[src/rtl/dldo_pass_ctrl.sv]
// Digital-LDO pass-device controller: adaptive-step (coarse/fine/locked) tracking of a
// saturating thermometer code, with a registered test override. Optional macro: DLDO_DITHER_EN.
module dldo_pass_ctrl #(
    parameter  int N_PASS      = 32,
    parameter  int STEP_COARSE = 4,
    parameter  int INIT_CODE   = 16,
    parameter  int LOCK_CNT    = 4,
    parameter  int UNLOCK_RUN  = 3,
    localparam int CW          = $clog2(N_PASS + 1)
) (
    input  logic              ldotop_clk,
    input  logic              ldotop_rst,
    input  logic              ldotop_cmp,
    input  logic              ldotop_cmp_valid,
    input  logic              ldotop_test,
    input  logic [N_PASS-1:0] ldotop_test_in,
    output logic [N_PASS-1:0] ldotop_gate,
    output logic [CW-1:0]     ldotop_code,
    output logic [1:0]        ldotop_state,
    output logic              ldotop_lock,
    output logic              ldotop_sat
);

    localparam int RW = $clog2(LOCK_CNT + 1);
    localparam int UW = $clog2(UNLOCK_RUN + 1);
    localparam logic [CW:0]   NP_W     = (CW+1)'(N_PASS);
    localparam logic [CW:0]   STEP_W   = (CW+1)'(STEP_COARSE);
    localparam logic [CW:0]   ONE_W    = {{CW{1'b0}}, 1'b1};
    localparam logic [CW-1:0] FULL_W   = CW'(N_PASS);
    localparam logic [CW-1:0] INIT_W   = CW'(INIT_CODE);
    localparam logic [RW-1:0] LOCK_W   = RW'(LOCK_CNT);
    localparam logic [RW-1:0] REV_ONE  = {{(RW-1){1'b0}}, 1'b1};
    localparam logic [UW-1:0] RUN_W    = UW'(UNLOCK_RUN);
    localparam logic [UW-1:0] RUN_ONE  = {{(UW-1){1'b0}}, 1'b1};
    localparam logic          SAT_INIT = (INIT_CODE == 0) || (INIT_CODE == N_PASS);

    typedef enum logic [1:0] {
        ST_COARSE = 2'd0,
        ST_FINE   = 2'd1,
        ST_LOCKED = 2'd2
    } state_t;

    function automatic logic [N_PASS-1:0] therm_f(input logic [CW-1:0] c);
        logic [N_PASS-1:0] t;
        for (int i = 0; i < N_PASS; i++) begin
            t[i] = (i < int'(c));
        end
        return t;
    endfunction

    // Move c by step toward the comparator's request, clamped to [0, N_PASS].
    function automatic logic [CW-1:0] step_f(input logic [CW-1:0] c, input logic up,
                                             input logic [CW:0] step);
        logic [CW:0]   ext;
        logic [CW:0]   sum;
        logic [CW:0]   dif;
        logic [CW-1:0] r;
        ext = {1'b0, c};
        sum = ext + step;
        dif = ext - step;
        if (up) begin
            if (sum > NP_W) r = FULL_W;
            else            r = sum[CW-1:0];
        end else begin
            if (ext < step) r = {CW{1'b0}};
            else            r = dif[CW-1:0];
        end
        return r;
    endfunction

`ifdef DLDO_DITHER_EN
    function automatic logic [CW-1:0] dith_code_f(input logic [CW-1:0] h, input logic d);
        logic [CW:0]   s;
        logic [CW-1:0] r;
        s = {1'b0, h} + {{CW{1'b0}}, d};
        if (s > NP_W) r = FULL_W;
        else          r = s[CW-1:0];
        return r;
    endfunction
`endif

    state_t            state_r, state_s;
    logic [CW-1:0]     cnt_r, cnt_s;
    logic [CW-1:0]     hold_code_r, hold_code_s;
    logic              prev_cmp_r, prev_cmp_s;
    logic              prev_ok_r, prev_ok_s;
    logic [RW-1:0]     rev_cnt_r, rev_cnt_s;
    logic [UW-1:0]     run_cnt_r, run_cnt_s;
    logic [N_PASS-1:0] gate_r, gate_s;
    logic              lock_r, lock_s;
    logic              sat_r, sat_s;
    logic [CW-1:0]     applied_s;
    logic              valid_s;
    logic              rev_s;
`ifdef DLDO_DITHER_EN
    logic              dith_r, dith_s;
`endif

    assign valid_s = ldotop_cmp_valid & ~ldotop_test;
    assign rev_s   = prev_ok_r & (ldotop_cmp ^ prev_cmp_r);

    // Tracking state machine: next code, state and counters for one comparator sample.
    always_comb begin
        state_s     = state_r;
        cnt_s       = cnt_r;
        hold_code_s = hold_code_r;
        prev_cmp_s  = prev_cmp_r;
        prev_ok_s   = prev_ok_r;
        rev_cnt_s   = rev_cnt_r;
        run_cnt_s   = run_cnt_r;
`ifdef DLDO_DITHER_EN
        dith_s      = dith_r;
`endif
        if (valid_s) begin
            prev_ok_s  = 1'b1;
            prev_cmp_s = ldotop_cmp;
            case (state_r)
                ST_COARSE: begin
                    if (rev_s) begin
                        cnt_s     = step_f(cnt_r, ldotop_cmp, ONE_W);
                        state_s   = ST_FINE;
                        rev_cnt_s = REV_ONE;
                    end else begin
                        cnt_s = step_f(cnt_r, ldotop_cmp, STEP_W);
                    end
                end
                ST_FINE: begin
                    if (rev_s && ((rev_cnt_r + REV_ONE) == LOCK_W)) begin
                        // The locking sample freezes the code it arrived at.
                        state_s     = ST_LOCKED;
                        hold_code_s = cnt_r;
                        run_cnt_s   = {UW{1'b0}};
`ifdef DLDO_DITHER_EN
                        dith_s      = 1'b0;
`endif
                    end else if (rev_s) begin
                        cnt_s     = step_f(cnt_r, ldotop_cmp, ONE_W);
                        rev_cnt_s = rev_cnt_r + REV_ONE;
                    end else begin
                        cnt_s     = step_f(cnt_r, ldotop_cmp, ONE_W);
                        rev_cnt_s = {RW{1'b0}};
                    end
                end
                ST_LOCKED: begin
                    cnt_s = hold_code_r;
                    if (rev_s) begin
                        run_cnt_s = {UW{1'b0}};
`ifdef DLDO_DITHER_EN
                        dith_s    = ~dith_r;
`endif
                    end else if ((run_cnt_r + RUN_ONE) == RUN_W) begin
                        // A sustained one-sided error means the load moved: re-acquire coarsely.
                        state_s   = ST_COARSE;
                        cnt_s     = step_f(hold_code_r, ldotop_cmp, STEP_W);
                        rev_cnt_s = {RW{1'b0}};
                        run_cnt_s = {UW{1'b0}};
`ifdef DLDO_DITHER_EN
                        dith_s    = 1'b0;
`endif
                    end else begin
                        run_cnt_s = run_cnt_r + RUN_ONE;
`ifdef DLDO_DITHER_EN
                        dith_s    = ~dith_r;
`endif
                    end
                end
                default: begin
                    state_s = ST_COARSE;
                end
            endcase
        end else begin
            prev_ok_s = prev_ok_r;
        end
    end

    // Output decode: applied code to gates (or test pattern), lock and rail flags.
    always_comb begin
        applied_s = cnt_s;
`ifdef DLDO_DITHER_EN
        if (state_s == ST_LOCKED) applied_s = dith_code_f(hold_code_s, dith_s);
        else                      applied_s = cnt_s;
`endif
        if (ldotop_test) gate_s = ldotop_test_in;
        else             gate_s = therm_f(applied_s);
        lock_s = (state_s == ST_LOCKED);
        sat_s  = (cnt_s == {CW{1'b0}}) || (cnt_s == FULL_W);
    end

    // State and output registers with synchronous reset.
    always_ff @(posedge ldotop_clk) begin
        if (ldotop_rst) begin
            state_r     <= ST_COARSE;
            cnt_r       <= INIT_W;
            hold_code_r <= INIT_W;
            prev_cmp_r  <= 1'b0;
            prev_ok_r   <= 1'b0;
            rev_cnt_r   <= {RW{1'b0}};
            run_cnt_r   <= {UW{1'b0}};
            gate_r      <= therm_f(INIT_W);
            lock_r      <= 1'b0;
            sat_r       <= SAT_INIT;
        end else begin
            state_r     <= state_s;
            cnt_r       <= cnt_s;
            hold_code_r <= hold_code_s;
            prev_cmp_r  <= prev_cmp_s;
            prev_ok_r   <= prev_ok_s;
            rev_cnt_r   <= rev_cnt_s;
            run_cnt_r   <= run_cnt_s;
            gate_r      <= gate_s;
            lock_r      <= lock_s;
            sat_r       <= sat_s;
        end
    end

`ifdef DLDO_DITHER_EN
    // Dither phase register.
    always_ff @(posedge ldotop_clk) begin
        if (ldotop_rst) dith_r <= 1'b0;
        else            dith_r <= dith_s;
    end
`endif

    assign ldotop_gate  = gate_r;
    assign ldotop_code  = cnt_r;
    assign ldotop_state = state_r;
    assign ldotop_lock  = lock_r;
    assign ldotop_sat   = sat_r;

endmodule

[config.mk]
export PLATFORM = sky130hd
export DESIGN_NAME = dldo_pass_ctrl
export DESIGN_NICKNAME = d
export VERILOG_FILES = /design/src/rtl/dldo_pass_ctrl.sv
export SDC_FILE = /design/constraint.sdc
export NUM_CORES = 1
export LEC_CHECK = 0
export CORE_MARGIN = 4
export CORE_UTILIZATION = 37
export CTS_BUF_LIST = sky130_fd_sc_hd__clkbuf_4 sky130_fd_sc_hd__clkbuf_8 sky130_fd_sc_hd__clkbuf_16
export CTS_CLUSTER_SIZE = 30
export DETAILED_ROUTE_END_ITERATION = 8
export HOLD_SLACK_MARGIN = 0.12
export SETUP_SLACK_MARGIN = 0.02
export SYNTH_ARGS = -nofsm -noshare
export SYNTH_HDL_FRONTEND = slang
export SYNTH_SLANG_ARGS = --single-unit
[constraint.sdc]
create_clock -name ldotop_clk -period 3.85 [get_ports ldotop_clk]
set_input_delay 0.77 -clock ldotop_clk [delete_from_list [all_inputs] [get_ports ldotop_clk]]
set_output_delay 0.77 -clock ldotop_clk [all_outputs]
set_load 0.01 [all_outputs]
==> insert_results.sql, run 1 <==
INSERT INTO impl_metrics (metric_group, metric, value, unit) VALUES
('final_layout', 'final_net_count', '561', ''),
('cts', 'cts.sink_count', '55', ''),
('setup_path', 'worstSetupPathType', 'input port to register', ''),
('sta', 'slew-limit-headroom', '60.84', '%'),
('final_layout', 'synth_to_final_area_change', '30.61', '%'),
('synthesis', 'yosys_register_bits', '55', ''),
('status', 'run_status', 'completed', ''),
('grt', 'global_route.overflow_total', '0', ''),
('final_layout', 'antenna_cells_inserted', '0', ''),
('floorplan', 'rows', '35', ''),
('sta', 'timing_hold_violations_final', '0', ''),
('synthesis', 'ys_types', '79', ''),
('setup_path', 'cpMaxStageDelayCell', 'sky130_fd_sc_hd__clkdlybuf4s50_1', ''),
('drt', 'drt_drc_violations_left', '0', ''),
('synthesis', 'yosysWarningCount', '0', ''),
('hold_path', 'whs_endpoint', 'rev_cnt_r[2]$_SDFFE_PP0P_', ''),
('power', 'p_leak', '1.765', 'nW'),
('sta', 'rsz0062_at_grt', 'no', ''),
('synthesis', 'syn_area', '3462', 'µm²'),
('sta', 'finalWorstSetupSlack', '0.4112', 'ns'),
('synthesis', 'post-synth-top-area-fraction', '31.80', '%'),
('power', 'vdd_ir_drop_max', '0.0001849', 'V'),
('grt', 'wire_length_of_the_first_global_routing_pass', '17350', 'µm'),
('sta', 'final-setup-viol-count', '0', ''),
('cts', 'cts_max_level', '2', ''),
('synthesis', 'synthesis.instances', '430', ''),
('drt', 'detailroute.via_count', '3528', ''),
('floorplan', 'die_height', '104.7', 'µm'),
('cts', 'cts_setup_buffers', '0', ''),
('setup_path', 'crit_arrival', '3.64', 'ns'),
('cts', 'tritoncts_clock_tree', 'yes', ''),
('grt', 'grt_usage', '19.23', '%'),
('setup_path', 'internal_reg_to_reg_setup_slack', '0.54', 'ns'),
('setup_path', 'timing.rr.end', 'ldotop_gate[18]$_SDFF_PP0_', ''),
('synthesis', 'synth.top_cells.by_count', '55 x sky130_fd_sc_hd__dfxtp_1, 55 x sky130_fd_sc_hd__nand2_1, 40 x sky130_fd_sc_hd__nor2_1, 25 x sky130_fd_sc_hd__a21oi_1, 19 x sky130_fd_sc_hd__nand3_1', ''),
('cts', 'clkTransAtPathRegs', '0.10', 'ns'),
('grt', 'pin_count_of_the_biggest_net_entering_global_routing', '32', ''),
('placement', 'place_congestion', '0.9594', ''),
('grt', 'via_count_of_the_first_global_routing_pass', '3336', ''),
('floorplan', 'fp.coreArea', '9153', 'µm²'),
('placement', 'dpl.hpwl', '8202', 'µm'),
('synthesis', 'synthesis.nets', '483', ''),
('final_layout', 'fraction_of_final_layout_cells_with_drive_strength_greater_than_1', '10.02', '%'),
('placement', 'placement.io_buffers', '78', ''),
('power', 'power-per-cell-area', '327.4', 'nW/µm²'),
('sta', 'period_share', '89.32', '%'),
('sta', 'fmaxAchievable', '290.8', 'MHz'),
('setup_path', 'max_stage_delay', '0.70', 'ns'),
('hold_path', 'hold_class', 'register to register', ''),
('synthesis', 'netlist_top_cells_area', 'sky130_fd_sc_hd__dfxtp_1 32%, sky130_fd_sc_hd__nand2_1 6.0%, sky130_fd_sc_hd__ha_1 5.8%, sky130_fd_sc_hd__nor2_1 4.3%, sky130_fd_sc_hd__a21oi_1 3.6%', ''),
('drt', 'avgRoutedWirePerCell', '17.30', 'µm'),
('floorplan', 'die_width', '104.7', 'µm'),
('setup_path', 'startpoint_type', 'input port', ''),
('hold_path', 'holdCritStartpoint', 'rev_cnt_r[2]$_SDFFE_PP0P_', ''),
('sta', 'worst_margin_pin_slew', '0.5801', 'ns'),
('drt', 'finalWirelength', '10730', 'µm'),
('grt', 'antenna_found_initial', '0', ''),
('hold_path', 'worstHoldPathCells', '2', ''),
('placement', 'pre_cts_slack', '0.1384', 'ns'),
('cts', 'post_cts_resized', '0', ''),
('cts', 'tritoncts.num_buffers', '5', ''),
('synthesis', 'synth_enable_flop_cells', '0', ''),
('synthesis', 'seq_area_frac_synth', '31.80', '%'),
('drt', 'number_of_vias_per_cell_after_detailed_routing', '5.690', ''),
('setup_path', 'worstSetupEndpointType', 'register', ''),
('drt', 'drtIter0Drc', '234', ''),
('floorplan', 'io-pin-count', '79', ''),
('synthesis', 'yosysTopAreaCell', 'sky130_fd_sc_hd__dfxtp_1', ''),
('drt', 'firstDrtPassIters', '5', ''),
('sta', 'fin_clk_skew', '0.01113', 'ns'),
('setup_path', 'path_max_fanout', '8', '');
==> placed cells by master, fill, tap and decap left out, types with 4 or more instances in the layout <==
master and count:
sky130_fd_sc_hd__a21oi_1 25, sky130_fd_sc_hd__a221oi_1 4, sky130_fd_sc_hd__a22o_1 4, sky130_fd_sc_hd__a22oi_1 5, sky130_fd_sc_hd__a31oi_1 4, sky130_fd_sc_hd__a32oi_1 5, sky130_fd_sc_hd__and2_1 5, sky130_fd_sc_hd__and3_1 7
sky130_fd_sc_hd__buf_4 23, sky130_fd_sc_hd__clkbuf_8 5, sky130_fd_sc_hd__clkdlybuf4s50_1 78, sky130_fd_sc_hd__dfxtp_1 55, sky130_fd_sc_hd__ha_1 16, sky130_fd_sc_hd__inv_1 17, sky130_fd_sc_hd__mux2i_1 7, sky130_fd_sc_hd__nand2_1 55
sky130_fd_sc_hd__nand2b_1 5, sky130_fd_sc_hd__nand3_1 19, sky130_fd_sc_hd__nor2_1 40, sky130_fd_sc_hd__nor2b_1 5, sky130_fd_sc_hd__nor3_1 9, sky130_fd_sc_hd__o211ai_1 9, sky130_fd_sc_hd__o21ai_0 12, sky130_fd_sc_hd__o221ai_1 4
sky130_fd_sc_hd__o22ai_1 6
==> final cells by class <==
cell class / count / area, µm²
multi-input cells: 327 / 2145
repair buffers: 101 / 953.4
well taps: 111 / 138.9
inverters: 18 / 67.56
fillers: 918 / 4631
clock buffers: 5 / 68.82
clock inverters: 3 / 47.55
flip-flops and latches: 55 / 1101
==> routing by layer <==
metal / routed length (µm) / track usage [%] / up-vias
met5: 0 / 0 / -
met3: 574 / 3.459 / 12
met4: 119 / 4.592 / 0
li1: - / - / 1729
met2: 5170 / 32.54 / 120
met1: 4863 / 25.33 / 1667
==> worst max path at each step <==
stage | start | end | slack, ns | cells after the start
after floorplan | ldotop_cmp | ldotop_gate[8]$_SDFF_PP1_ | 0.97 | 10
after global placement | ldotop_cmp | ldotop_gate[5]$_SDFF_PP1_ | 0.16 | 9
after detailed placement | ldotop_cmp | ldotop_gate[18]$_SDFF_PP0_ | 0.14 | 9
after CTS | ldotop_cmp | ldotop_gate[18]$_SDFF_PP0_ | 0.47 | 9
after global routing | ldotop_cmp | ldotop_gate[18]$_SDFF_PP0_ | 0.22 | 9
final | ldotop_cmp | ldotop_gate[18]$_SDFF_PP0_ | 0.41 | 9
==> power breakdown <==
part	total [W]	leakage (nW)	switching, W	internal (W)
Sequential	0.000636	0.452	0.0000274	0.000609
Clock	0.000395	0.0587	0.000198	0.000197
Combinational	0.000449	1.25	0.000231	0.000218
==> kinds of logic (layout without fill, tap and decap cells) <==
| logic type | count (synthesis) | count (layout) | synth area share (%) |
|---|---|---|---|
| mux | 7 | 7 | 2.024 |
| fa+ha+maj | 16 | 16 | 5.782 |
| buf+inv | 48 | 127 | 6.252 |
| xor+xnor | 6 | 6 | 1.518 |
| simple gates | 172 | 172 | 24.61 |
| compound gates | 126 | 126 | 28.01 |
| flops | 55 | 55 | 31.80 |
==> through the flow <==
step	cells	hold WS, ns	power (W)	utilization, %	area, µm²
3_5_place_dp	612	0.4904	0.001096	48.13	4405
5_1_grt	620	0.5598	0.001557	49.41	4522
6_report	620	0.5090	0.001480	49.41	4522
3_3_place_gp	612	0.4798	0.001096	48.13	4405
2_1_floorplan	430	0.4604	0.0008999	-	3462
4_1_cts	620	0.5150	0.001489	49.41	4522
==> worst max-delay path, delay by kind of cell <==
kind                   cells  cell delay, ns
AO/OA/AOI/OAI              5            1.42
buffers and inverters      2            0.88
AND/OR/NAND/NOR            1            0.40
XOR/XNOR                   1            0.18
==> flip-flops by register name, indices dropped and copies added, names as in the netlist <==
signal	cells
hold_code_r	6
ldotop_state	2
run_cnt_r	2
prev_cmp_r	1
rev_cnt_r	3
ldotop_gate	32
ldotop_code	6
ldotop_lock	1
prev_ok_r	1
ldotop_sat	1
(Power assumes the default switching activity.)
==> inputs of run 2 (changes only) <==
CORE_UTILIZATION = 51   (was 37)
PLACE_DENSITY = 0.81   (was not set)
==> run 2 against run 1 <==
Compared with the run above:
- combinational power rose by 1%
- via count fell by 0.26%
- count of clock-buffer cells in the layout did not move
- register-to-register slack improved by 0.06 ns
- non-clock buffer count fell by 1
- power fell by 3.6%
- worst setup slack got worse by 0.077 ns
- critical path depth rose by 1
- cell area fell by 1.5%
- clock skew fell by 0.0014 ns
- wire length fell by 3.4%
- global-route usage rose by 5.9 points
- critical endpoint is now ldotop_gate[29]$_SDFF_PP0_
- highest routed layer unchanged
==> insert_results.sql, run 2 (synthesis results as in run 1) <==
INSERT INTO impl_metrics (metric_group, metric, value, unit) VALUES
('setup_path', 'crit_arrival', '3.74', 'ns'),
('setup_path', 'cpMaxStageDelayCell', 'sky130_fd_sc_hd__clkdlybuf4s50_1', ''),
('grt', 'antenna_found_initial', '0', ''),
('floorplan', 'fp.coreArea', '6459', 'µm²'),
('floorplan', 'floorplan.initialDensity', '53.60', '%'),
('cts', 'worstSkewPairLatency', '0.31', 'ns'),
('cts', 'buffer_depth_of_the_longest_clock_path', '2', ''),
('floorplan', 'rows', '29', ''),
('status', 'run_status', 'completed', ''),
('sta', 'period_share', '91.33', '%'),
('sta', 'slew-limit-headroom', '49.87', '%'),
('sta', 'timing_hold_violations_final', '0', ''),
('sta', 'period_needed', '3.516', 'ns'),
('placement', 'place_congestion', '1.007', ''),
('drt', 'finalWirelength', '10370', 'µm'),
('cts', 'cts.sink_count', '55', ''),
('grt', 'grt_usage', '25.09', '%'),
('cts', 'cts_max_level', '2', ''),
('floorplan', 'fp.dieArea', '8170', 'µm²'),
('final_layout', 'commonest_non_fill_non_tap_cell_in_the_layout', 'sky130_fd_sc_hd__clkdlybuf4s50_1', ''),
('final_layout', 'mostFrequentLayoutCells', '78 x sky130_fd_sc_hd__clkdlybuf4s50_1, 55 x sky130_fd_sc_hd__nand2_1, 55 x sky130_fd_sc_hd__dfxtp_1', ''),
('floorplan', 'die_width', '90.39', 'µm'),
('setup_path', 'worst_r2r_startpoint', 'ldotop_code[0]$_SDFF_PP0_', ''),
('sta', 'hold_slack', '0.5161', 'ns'),
('drt', 'firstDrtPassIters', '5', ''),
('cts', 'tritoncts_clock_tree', 'yes', ''),
('setup_path', 'worstSetupEndpointType', 'register', ''),
('power', 'p_leak', '1.749', 'nW'),
('cts', 'cts-root-buf', 'sky130_fd_sc_hd__clkbuf_8', ''),
('drt', 'number_of_vias_per_cell_after_detailed_routing', '6.015', ''),
('grt', 'wire_length_of_the_first_global_routing_pass', '16910', 'µm'),
('drt', 'detailroute.via_count', '3519', ''),
('setup_path', 'timing.rr.end', 'ldotop_gate[29]$_SDFF_PP0_', ''),
('hold_path', 'holdCritStartpoint', 'rev_cnt_r[2]$_SDFFE_PP0P_', ''),
('cts', 'clkTransAtPathRegs', '0.11', 'ns'),
('hold_path', 'hold_class', 'register to register', ''),
('drt', 'drtIter0Drc', '250', ''),
('power', 'p_total', '0.001427', 'W'),
('setup_path', 'r2r_cells', '10', ''),
('final_layout', 'final_net_count', '560', ''),
('floorplan', 'die_height', '90.39', 'µm'),
('drt', 'avgRoutedWirePerCell', '17.72', 'µm'),
('drt', 'antenna_left', '0', ''),
('final_layout', 'synth_to_final_area_change', '28.59', '%'),
('placement', 'placed_cells_incl_taps', '577', ''),
('setup_path', 'worstSetupPathType', 'input port to register', ''),
('drt', 'top_signal_layer_used', 'met4', ''),
('setup_path', 'required_time_worst_endpoint', '4.08', 'ns'),
('setup_path', 'max_stage_delay', '0.71', 'ns'),
('placement', 'placement.io_buffers', '78', ''),
('sta', 'rsz0062_at_grt', 'no', ''),
('cts', 'post_cts_resized', '0', ''),
('cts', 'cts_hold_repair.buffers', '0', ''),
('final_layout', 'fraction_of_final_layout_cells_with_drive_strength_greater_than_1', '9.843', '%'),
('final_layout', 'fillCellCount', '565', ''),
('final_layout', 'antenna_cells_inserted', '0', ''),
('drt', 'dr_wl_met2', '4930', 'µm'),
('sta', 'fin_clk_skew', '0.009735', 'ns'),
('final_layout', 'largest_reg_flops', '32', ''),
('drt', 'drt_drc_violations_left', '0', ''),
('final_layout', 'finalNonFillerCells', '585', ''),
('sta', 'final-setup-viol-count', '0', ''),
('sta', 'worst_margin_pin_slew', '0.7495', 'ns'),
('sta', 'fmaxAchievable', '284.4', 'MHz'),
('setup_path', 'internal_reg_to_reg_setup_slack', '0.60', 'ns'),
('sta', 'report.final.slew_viol_count', '0', ''),
('run', 'max-cap-violations', '0', ''),
('cts', 'tritoncts.num_buffers', '5', ''),
('cts', 'cts_setup_buffers', '0', ''),
('sta', 'finalSetupTns', '0', 'ns'),
('drt', 'm1WireLength', '4670', 'µm'),
('power', 'vdd_ir_drop_max', '0.0002981', 'V'),
('placement', 'dpl.hpwl', '8146', 'µm'),
('drt', 'wl_met3', '624', 'µm'),
('grt', 'via_count_of_the_first_global_routing_pass', '3317', ''),
('power', 'power-per-cell-area', '320.6', 'nW/µm²'),
('grt', 'global_route.overflow_total', '0', ''),
('grt', 'pin_count_of_the_biggest_net_entering_global_routing', '32', ''),
('floorplan', 'io-pin-count', '79', ''),
('hold_path', 'whs_endpoint', 'rev_cnt_r[2]$_SDFFE_PP0P_', ''),
('setup_path', 'path_max_fanout', '9', ''),
('setup_path', 'worstPathCellList', 'clkdlybuf4s50_1 > xor2_1 > nand3_2 > a2111oi_0 > buf_4 > o221ai_1 > o211a_1 > a21oi_2 > nand3_1 > o22ai_1', ''),
('setup_path', 'startpoint_type', 'input port', ''),
('hold_path', 'worstHoldPathCells', '2', '');
==> run 2: cell types whose count changed in the layout (fill, tap and decap cells not counted), sizes merged <==
cell,delta
bufinv,-1
clkinvlp,+1
buf,-1
==> run 2: how the worst max path moves through the flow <==
stage	startpoint	endpoint	slack, ns	cells after the start
finish	ldotop_cmp	ldotop_gate[29]$_SDFF_PP0_	0.33	10
global route	ldotop_cmp	ldotop_gate[10]$_SDFF_PP1_	0.13	9
detailed placement	ldotop_cmp	ldotop_gate[10]$_SDFF_PP1_	0.08	11
CTS	ldotop_cmp	ldotop_gate[29]$_SDFF_PP0_	0.39	10
global placement	ldotop_cmp	ldotop_gate[10]$_SDFF_PP1_	0.17	11
floorplan	ldotop_cmp	ldotop_gate[8]$_SDFF_PP1_	0.97	10
==> run 2: critical path, delay by kind of cell <==
| kind | cells | cell delay (ns) |
|---|---|---|
| xor gates and xnor gates | 1 | 0.26 |
| and+or+nand+nor | 2 | 0.30 |
| buffers and inverters | 2 | 0.92 |
| AOI/OAI and AO/OA | 5 | 1.49 |
==> run 2: layout make-up <==
cell class	count	area (µm²)	share of cell area, %
Clock buffer	5	68.82	1.546
Clock inverter	3	27.53	0.6183
Inverter	18	67.56	1.518
Multi-Input combinational cell	327	2145	48.17
Sequential cell	55	1101	24.73
Tap cell	77	96.34	2.164
Timing Repair Buffer	100	945.9	21.25
==> run 2: report_power, final <==
group / switching, W / internal [W]
sequential: 0.0000252 / 0.000609
combinational: 0.000237 / 0.000218
clock: 0.000204 / 0.000134
total: 0.000466 / 0.000961
==> run 2: stage by stage <==
stage	area [µm²]	setup WS, ns	util [%]
floorplan	3462	0.9725	-
global placement	4355	0.1713	67.44
detailed placement	4355	0.08005	67.44
CTS	4452	0.3885	68.93
global route	4452	0.1315	68.93
finish	4452	0.3339	68.93
==> run 2: layer usage <==
metal | up-vias | track usage, %
met5 | - | 0
met4 | 0 | 5.867
met3 | 15 | 4.333
met2 | 133 | 41.69
met1 | 1646 | 33.90
li1 | 1725 | -
